[src/rtl/disp_mode_ctrl.sv]
// -----------------------------------------------------------------------------
// disp_mode_ctrl
//
// Display controller sitting in front of the 8-digit scanned seven-segment
// driver. It picks one of three sources (time, date, alarm) for the digit,
// dot and blink inputs of the scanner and runs the front-panel edit state
// machine, which blinks the field being edited and sends increment requests
// to the timekeeping blocks. An idle counter drops back to the time view
// after TIMEOUT_CYC cycles without activity.
//
// Ports:
//   clk          system clock
//   reset        synchronous, active-high reset
//   time_bcd     hh:mm:ss, six BCD nibbles, hh in [23:16]
//   date_bcd     yyyymmdd, eight BCD nibbles, yyyy in [31:16]
//   alarm_bcd    alarm hh:mm, hh in [15:8]
//   alarm_en     alarm armed (shown on the rightmost decimal point)
//   btn_mode     single-cycle pulse: cycle the view
//   btn_set      single-cycle pulse: enter / leave edit
//   btn_next     single-cycle pulse: next field in edit
//   btn_inc      single-cycle pulse: increment current field in edit
//   digits       digit7..digit0 codes, digit k in [4k+3:4k]; 10 '-', 11 blank
//   dot          decimal points, active-low, bit k = digit k
//   blink        per-digit blink enable, active-high
//   mode         current target: 0 time, 1 date, 2 alarm
//   edit_active  high while editing
//   inc_pulse    one-cycle increment request
//   inc_target   target of the last increment request
//   inc_field    field of the last increment request
//
// States:
//   state    | meaning
//   ---------+-----------------------------------------------------------
//   V_TIME   | showing time, idle counter held at zero
//   V_DATE   | showing date, idle counter running
//   V_ALARM  | showing alarm time, idle counter running
//   EDIT     | editing field field_q of target target_q, that field blinks
// -----------------------------------------------------------------------------
module disp_mode_ctrl #(
    parameter int unsigned TIMEOUT_CYC = 500_000_000,
    parameter int unsigned CNT_W       = 29
) (
    input  logic        clk,
    input  logic        reset,
    input  logic [23:0] time_bcd,
    input  logic [31:0] date_bcd,
    input  logic [15:0] alarm_bcd,
    input  logic        alarm_en,
    input  logic        btn_mode,
    input  logic        btn_set,
    input  logic        btn_next,
    input  logic        btn_inc,
    output logic [31:0] digits,
    output logic [7:0]  dot,
    output logic [7:0]  blink,
    output logic [1:0]  mode,
    output logic        edit_active,
    output logic        inc_pulse,
    output logic [1:0]  inc_target,
    output logic [1:0]  inc_field
);

    typedef enum logic [1:0] {
        V_TIME  = 2'd0,
        V_DATE  = 2'd1,
        V_ALARM = 2'd2,
        EDIT    = 2'd3
    } state_t;

    localparam logic [1:0] TGT_TIME  = 2'd0;
    localparam logic [1:0] TGT_DATE  = 2'd1;
    localparam logic [1:0] TGT_ALARM = 2'd2;

    localparam logic [3:0] DIG_DASH  = 4'hA;
    localparam logic [3:0] DIG_BLANK = 4'hB;

    localparam logic [CNT_W-1:0] IDLE_LAST = CNT_W'(TIMEOUT_CYC - 1);
    localparam logic [CNT_W-1:0] IDLE_ONE  = CNT_W'(1);

    state_t           state_q;
    state_t           state_d;
    // target_q follows the view outside EDIT, so it doubles as the mode output
    logic [1:0]       target_q;
    logic [1:0]       target_d;
    logic [1:0]       field_q;
    logic [1:0]       field_d;
    logic [CNT_W-1:0] idle_q;
    logic [CNT_W-1:0] idle_d;

    logic             timeout;
    logic             any_btn;
    logic             inc_fire;
    logic [1:0]       last_field;
    state_t           target_view;

    logic [31:0]      digits_d;
    logic [7:0]       dot_d;
    logic [7:0]       blink_d;

    // -------------------------------------------------------------------------
    // Helpers derived from the registered state
    // -------------------------------------------------------------------------
    always_comb begin
        last_field = (target_q == TGT_ALARM) ? 2'd1 : 2'd2;

        target_view = V_TIME;
        case (target_q)
            TGT_DATE:  target_view = V_DATE;
            TGT_ALARM: target_view = V_ALARM;
            default:   target_view = V_TIME;
        endcase
    end

    assign timeout = (idle_q == IDLE_LAST);
    assign any_btn = btn_mode | btn_set | btn_next | btn_inc;

    // -------------------------------------------------------------------------
    // Next-state logic
    // -------------------------------------------------------------------------
    // The if/else chains give btn_set > btn_next > btn_mode > btn_inc: a
    // lower-priority pulse is dropped even when the higher one has no effect
    // in the current state (e.g. btn_next + btn_mode in a view does nothing).
    always_comb begin
        state_d  = state_q;
        target_d = target_q;
        field_d  = field_q;
        inc_fire = 1'b0;

        if (timeout) begin
            // Timeout beats any coinciding button, including btn_inc.
            state_d  = V_TIME;
            target_d = TGT_TIME;
            field_d  = 2'd0;
        end else begin
            case (state_q)
                V_TIME, V_DATE, V_ALARM: begin
                    if (btn_set) begin
                        state_d = EDIT;
                        field_d = 2'd0;
                    end else if (btn_next) begin
                        state_d = state_q;
                    end else if (btn_mode) begin
                        case (state_q)
                            V_TIME: begin
                                state_d  = V_DATE;
                                target_d = TGT_DATE;
                            end
                            V_DATE: begin
                                state_d  = V_ALARM;
                                target_d = TGT_ALARM;
                            end
                            default: begin
                                state_d  = V_TIME;
                                target_d = TGT_TIME;
                            end
                        endcase
                    end
                end

                EDIT: begin
                    if (btn_set) begin
                        state_d = target_view;
                        field_d = 2'd0;
                    end else if (btn_next) begin
                        if (field_q == last_field) begin
                            state_d = target_view;
                            field_d = 2'd0;
                        end else begin
                            field_d = field_q + 2'd1;
                        end
                    end else if (btn_mode) begin
                        state_d = state_q;
                    end else if (btn_inc) begin
                        inc_fire = 1'b1;
                    end
                end

                default: begin
                    state_d  = V_TIME;
                    target_d = TGT_TIME;
                    field_d  = 2'd0;
                end
            endcase
        end
    end

    // Any activity, any transition, or simply sitting in the time view
    // restarts the idle count.
    always_comb begin
        if (any_btn || (state_d != state_q) || (state_q == V_TIME)) begin
            idle_d = '0;
        end else begin
            idle_d = idle_q + IDLE_ONE;
        end
    end

    // -------------------------------------------------------------------------
    // Display formatting from the registered state and live source data
    // -------------------------------------------------------------------------
    always_comb begin
        digits_d = {8{DIG_BLANK}};
        dot_d    = 8'hFF;
        blink_d  = 8'h00;

        case (target_q)
            TGT_TIME: begin
                digits_d = {time_bcd[23:16], DIG_DASH,
                            time_bcd[15:8],  DIG_DASH,
                            time_bcd[7:0]};
            end
            TGT_DATE: begin
                digits_d = date_bcd;
                // separate yyyy.mm.dd
                dot_d    = 8'hEB;
            end
            TGT_ALARM: begin
                digits_d = {DIG_BLANK, DIG_BLANK,
                            alarm_bcd[15:8], DIG_DASH,
                            alarm_bcd[7:0],  DIG_BLANK};
                dot_d    = {7'h7F, ~alarm_en};
            end
            default: begin
                digits_d = {8{DIG_BLANK}};
            end
        endcase

        if (state_q == EDIT) begin
            case ({target_q, field_q})
                {TGT_TIME,  2'd0}: blink_d = 8'hC0;
                {TGT_TIME,  2'd1}: blink_d = 8'h18;
                {TGT_TIME,  2'd2}: blink_d = 8'h03;
                {TGT_DATE,  2'd0}: blink_d = 8'hF0;
                {TGT_DATE,  2'd1}: blink_d = 8'h0C;
                {TGT_DATE,  2'd2}: blink_d = 8'h03;
                {TGT_ALARM, 2'd0}: blink_d = 8'h30;
                {TGT_ALARM, 2'd1}: blink_d = 8'h06;
                default:           blink_d = 8'h00;
            endcase
        end
    end

    // -------------------------------------------------------------------------
    // Registers
    // -------------------------------------------------------------------------
    always_ff @(posedge clk) begin
        if (reset) begin
            state_q    <= V_TIME;
            target_q   <= TGT_TIME;
            field_q    <= 2'd0;
            idle_q     <= '0;
            digits     <= {8{DIG_BLANK}};
            dot        <= 8'hFF;
            blink      <= 8'h00;
            inc_pulse  <= 1'b0;
            inc_target <= 2'd0;
            inc_field  <= 2'd0;
        end else begin
            state_q    <= state_d;
            target_q   <= target_d;
            field_q    <= field_d;
            idle_q     <= idle_d;
            digits     <= digits_d;
            dot        <= dot_d;
            blink      <= blink_d;
            inc_pulse  <= inc_fire;
            if (inc_fire) begin
                inc_target <= target_q;
                inc_field  <= field_q;
            end
        end
    end

    assign mode        = target_q;
    assign edit_active = (state_q == EDIT);

endmodule

[config.mk]
export PLATFORM = sky130hd
export DESIGN_NAME = disp_mode_ctrl
export DESIGN_NICKNAME = d
export VERILOG_FILES = /design/src/rtl/disp_mode_ctrl.sv
export SDC_FILE = /design/constraint.sdc
export NUM_CORES = 1
export LEC_CHECK = 0
export ABC_AREA = 1
export CAP_MARGIN = 20
export CORE_MARGIN = 10
export CORE_UTILIZATION = 49
export DETAILED_ROUTE_END_ITERATION = 8
export HOLD_SLACK_MARGIN = 0.05
export PLACE_DENSITY = 0.86
export SYNTH_ARGS = -nofsm -noshare
export SYNTH_HDL_FRONTEND = slang
export SYNTH_SLANG_ARGS = --single-unit
[constraint.sdc]
create_clock -name clk -period 2.8 [get_ports clk]
set_input_delay 0.56 -clock clk [delete_from_list [all_inputs] [get_ports clk]]
set_output_delay 0.56 -clock clk [all_outputs]
set_load 0.01 [all_outputs]
==> flow_summary.ini <==
[power_and_ir_drop]
ir_worst_vdd_mv = 0.241
p_per_area_mw_per_mm2 = 446
p_leak_nw = 2.11

[critical_path]
slowest_stage = dfxtp_1
path_cells = inv_1, ha_1, o21ai_1, nand3_1, nand2_1, nand2_1, nand3_2, nand2_1, nand2_1, inv_1, nand2_2, buf_4, nor2_1
reg2reg_from = mode[0]
cp-end-kind = flip-flop
critPathLaunchType = flip-flop
r2r_setup_slack_ps = 600
crit_top_cell = nand2_1
crit_cells = 13
reg2reg_to = idle_q[8]
worstPathRequired_ps = 3040
rr_worst_depth = 13
worst_ep_arrival_time_ps = 2430
path_buf_inv = 3
path_class = reg -> reg
cpPeakStageDelay_ps = 490
path_delay_family = simple AND/OR/NAND/NOR gates
worstPathMaxFanout = 13

[die]
fp-row-count = 32
core_area_mm2 = 0.00769
start_util = 0.500
die_h_um = 109
die_width_um = 109
io_pins = 135
die-area_mm2 = 0.0118

[clock_network]
cts.sinks = 81
cts_root_buffer = clkbuf_8
ctsLongestPathBuffers = 2
cts_tree = built
cts_made_buffers = 9
cts_resized = 0
postCtsHoldBufs = 0
post_cts_buffers = 0
htree_levels = 3
clock_latency_ps = 350
path_clk_slew_ps = 80

[worst_hold_path]
min_to = idle_q[0]
hp-class = reg -> reg
hold_start = idle_q[0]
hold_depth = 1

[yosys]
synthCells = 524
syn_area_mm2 = 0.00384
syn_area_per_cell_um2 = 7.33
yosysWarningCount = 0
synth_cell_types = 36
synth_seq_cells = 81
yosysSeqAreaShare = 0.422

[sta]
setup_viol = 0
post-route-period-util = 0.784
whs_ps = 494
rsz0062_at_grt = no
fmax_mhz = 455
maxSlewViolCount = 0
min_period_ps = 2200
hold_viol_final = 0
slew_headroom = 0.377
worst_pin_slew_ps = 935
fin_skew_ps = 11.7
setup_tns_ps = 0

[status]
status = completed

[global_routing]
grt_usage = 0.206
grt_overflow_total = 0
antenna_found_initial = 0
grt_start_max_net_pins = 34
grt_pass1_vias = 4057
grt_pass1_wl_um = 19300

[drt]
drc = 0
drtIter0Drc = 201
avgViaCountPerCell = 5.05
ant_nets = 0
dr.pass1.iters = 6
vias = 3831
routedWlPerCell_um = 15.6
routed_wl_um = 11900

[place]
gp_congestion = 0.920
dp_cells = 743
port_buffers = 129
dpl_cell_area_mm2 = 0.00518
post-dp-hpwl_um = 9570

[finish]
final_common_cell = nand2_1
final_cell_mix = 137 x nand2_1, 129 x clkdlybuf4s50_1, 81 x dfxtp_1
final_cells = 759
fillers = 604
design_area_mm2 = 0.00539
final_nets = 740
n_antenna_cell = 0
post-route-util = 0.701
synthToLayoutAreaGrowth_pct = 40.3
final_layout_size_suffix_gt1_frac = 0.0761

[run]
drv_cap = 0
-- report_power, final --
| part | leakage (nW) | switching [W] | internal [W] |
|---|---|---|---|
| combinational | 1.35 | 0.000139 | 0.000189 |
| clock | 0.103 | 0.000413 | 0.000461 |
| sequential | 0.662 | 0.0000154 | 0.00119 |
-- logic make-up (layout without fill, tap and decap cells) --
| kind of cell | after synthesis | after routing | synth area share |
|---|---|---|---|
| other | 1 | 5 | 0.000977 |
| adder cells (fa/ha/maj) | 9 | 9 | 0.0293 |
| AND/OR/NAND/NOR | 295 | 295 | 0.350 |
| flip-flops | 81 | 81 | 0.422 |
| buffers and inverters | 84 | 213 | 0.0961 |
| XOR/XNOR | 24 | 24 | 0.0547 |
| AO/OA/AOI/OAI | 30 | 30 | 0.0466 |
-- state kept, by name, summed over array words and instances, names as in the netlist --
name        flops
mode            2
state_q         2
inc_pulse       1
inc_field       2
field_q         2
dot             2
blink           7
inc_target      2
digits         32
idle_q         29
-- layer usage --
layer | GRT usage | wire length (um)
met3 | 0.126 | 1550
met4 | 0.0659 | 257
met1 | 0.197 | 4190
met2 | 0.360 | 5870
met5 | 0 | 0
-- stage by stage --
stage	total power, W	worst slack, ps
6_report	0.00241	604
5_1_grt	0.00250	424
4_1_cts	0.00242	614
3_5_place_dp	0.00156	413
3_3_place_gp	0.00155	505
2_1_floorplan	0.00135	838
-- worst reg2reg max path, cell delays in order (launching register included) --
cell and delay (ps):
dfxtp_1 490, inv_1 170, ha_1 270, o21ai_1 230, nand3_1 110, nand2_1 90
nand2_1 70, nand3_2 70, nand2_1 60, nand2_1 60, inv_1 50, nand2_2 50
buf_4 270, nor2_1 90
-- how the worst max path moves through the flow --
| stage | slack, ps | endpoint | startpoint |
|---|---|---|---|
| floorplan | 840 | idle_q[19] | mode[0] |
| global placement | 500 | idle_q[8] | btn_next |
| detailed placement | 410 | idle_q[8] | btn_next |
| CTS | 610 | idle_q[8] | mode[0] |
| global route | 420 | idle_q[12] | mode[0] |
| finish | 600 | idle_q[8] | mode[0] |
-- cell usage after synthesis, drive strengths merged --
| master | count | share of area |
|---|---|---|
| nor4 | 1 | 0.0016 |
| nor2 | 80 | 0.10 |
| o211ai | 1 | 0.0020 |
| a221o | 3 | 0.0078 |
| buf | 13 | 0.027 |
| conb | 1 | 0.00098 |
| o21ai | 8 | 0.010 |
| clkbuf | 9 | 0.0088 |
| nor3 | 19 | 0.026 |
| a211oi | 1 | 0.0020 |
| nand3 | 35 | 0.048 |
| a21oi | 14 | 0.018 |
| nand4 | 16 | 0.026 |
| a31oi | 1 | 0.0016 |
| inv | 62 | 0.061 |
| dfxtp | 81 | 0.42 |
| a31o | 2 | 0.0046 |
| ha | 9 | 0.029 |
| and3 | 1 | 0.0016 |
| nand2b | 1 | 0.0016 |
| nand2 | 141 | 0.14 |
| nand3b | 1 | 0.0020 |
| xnor2 | 5 | 0.011 |
| xor2 | 19 | 0.043 |
-- layout make-up --
cell class              count  area, um^2  area share
repair buffers            135        1340       0.248
clock buffers              12         155      0.0288
multi-input cells         363        1860       0.346
clock inverters             4        51.3     0.00952
well taps                 102         128      0.0237
inverters                  62         233      0.0432
flip-flops and latches     81        1620       0.301
Note: power is estimated with default switching activity, not from simulation.
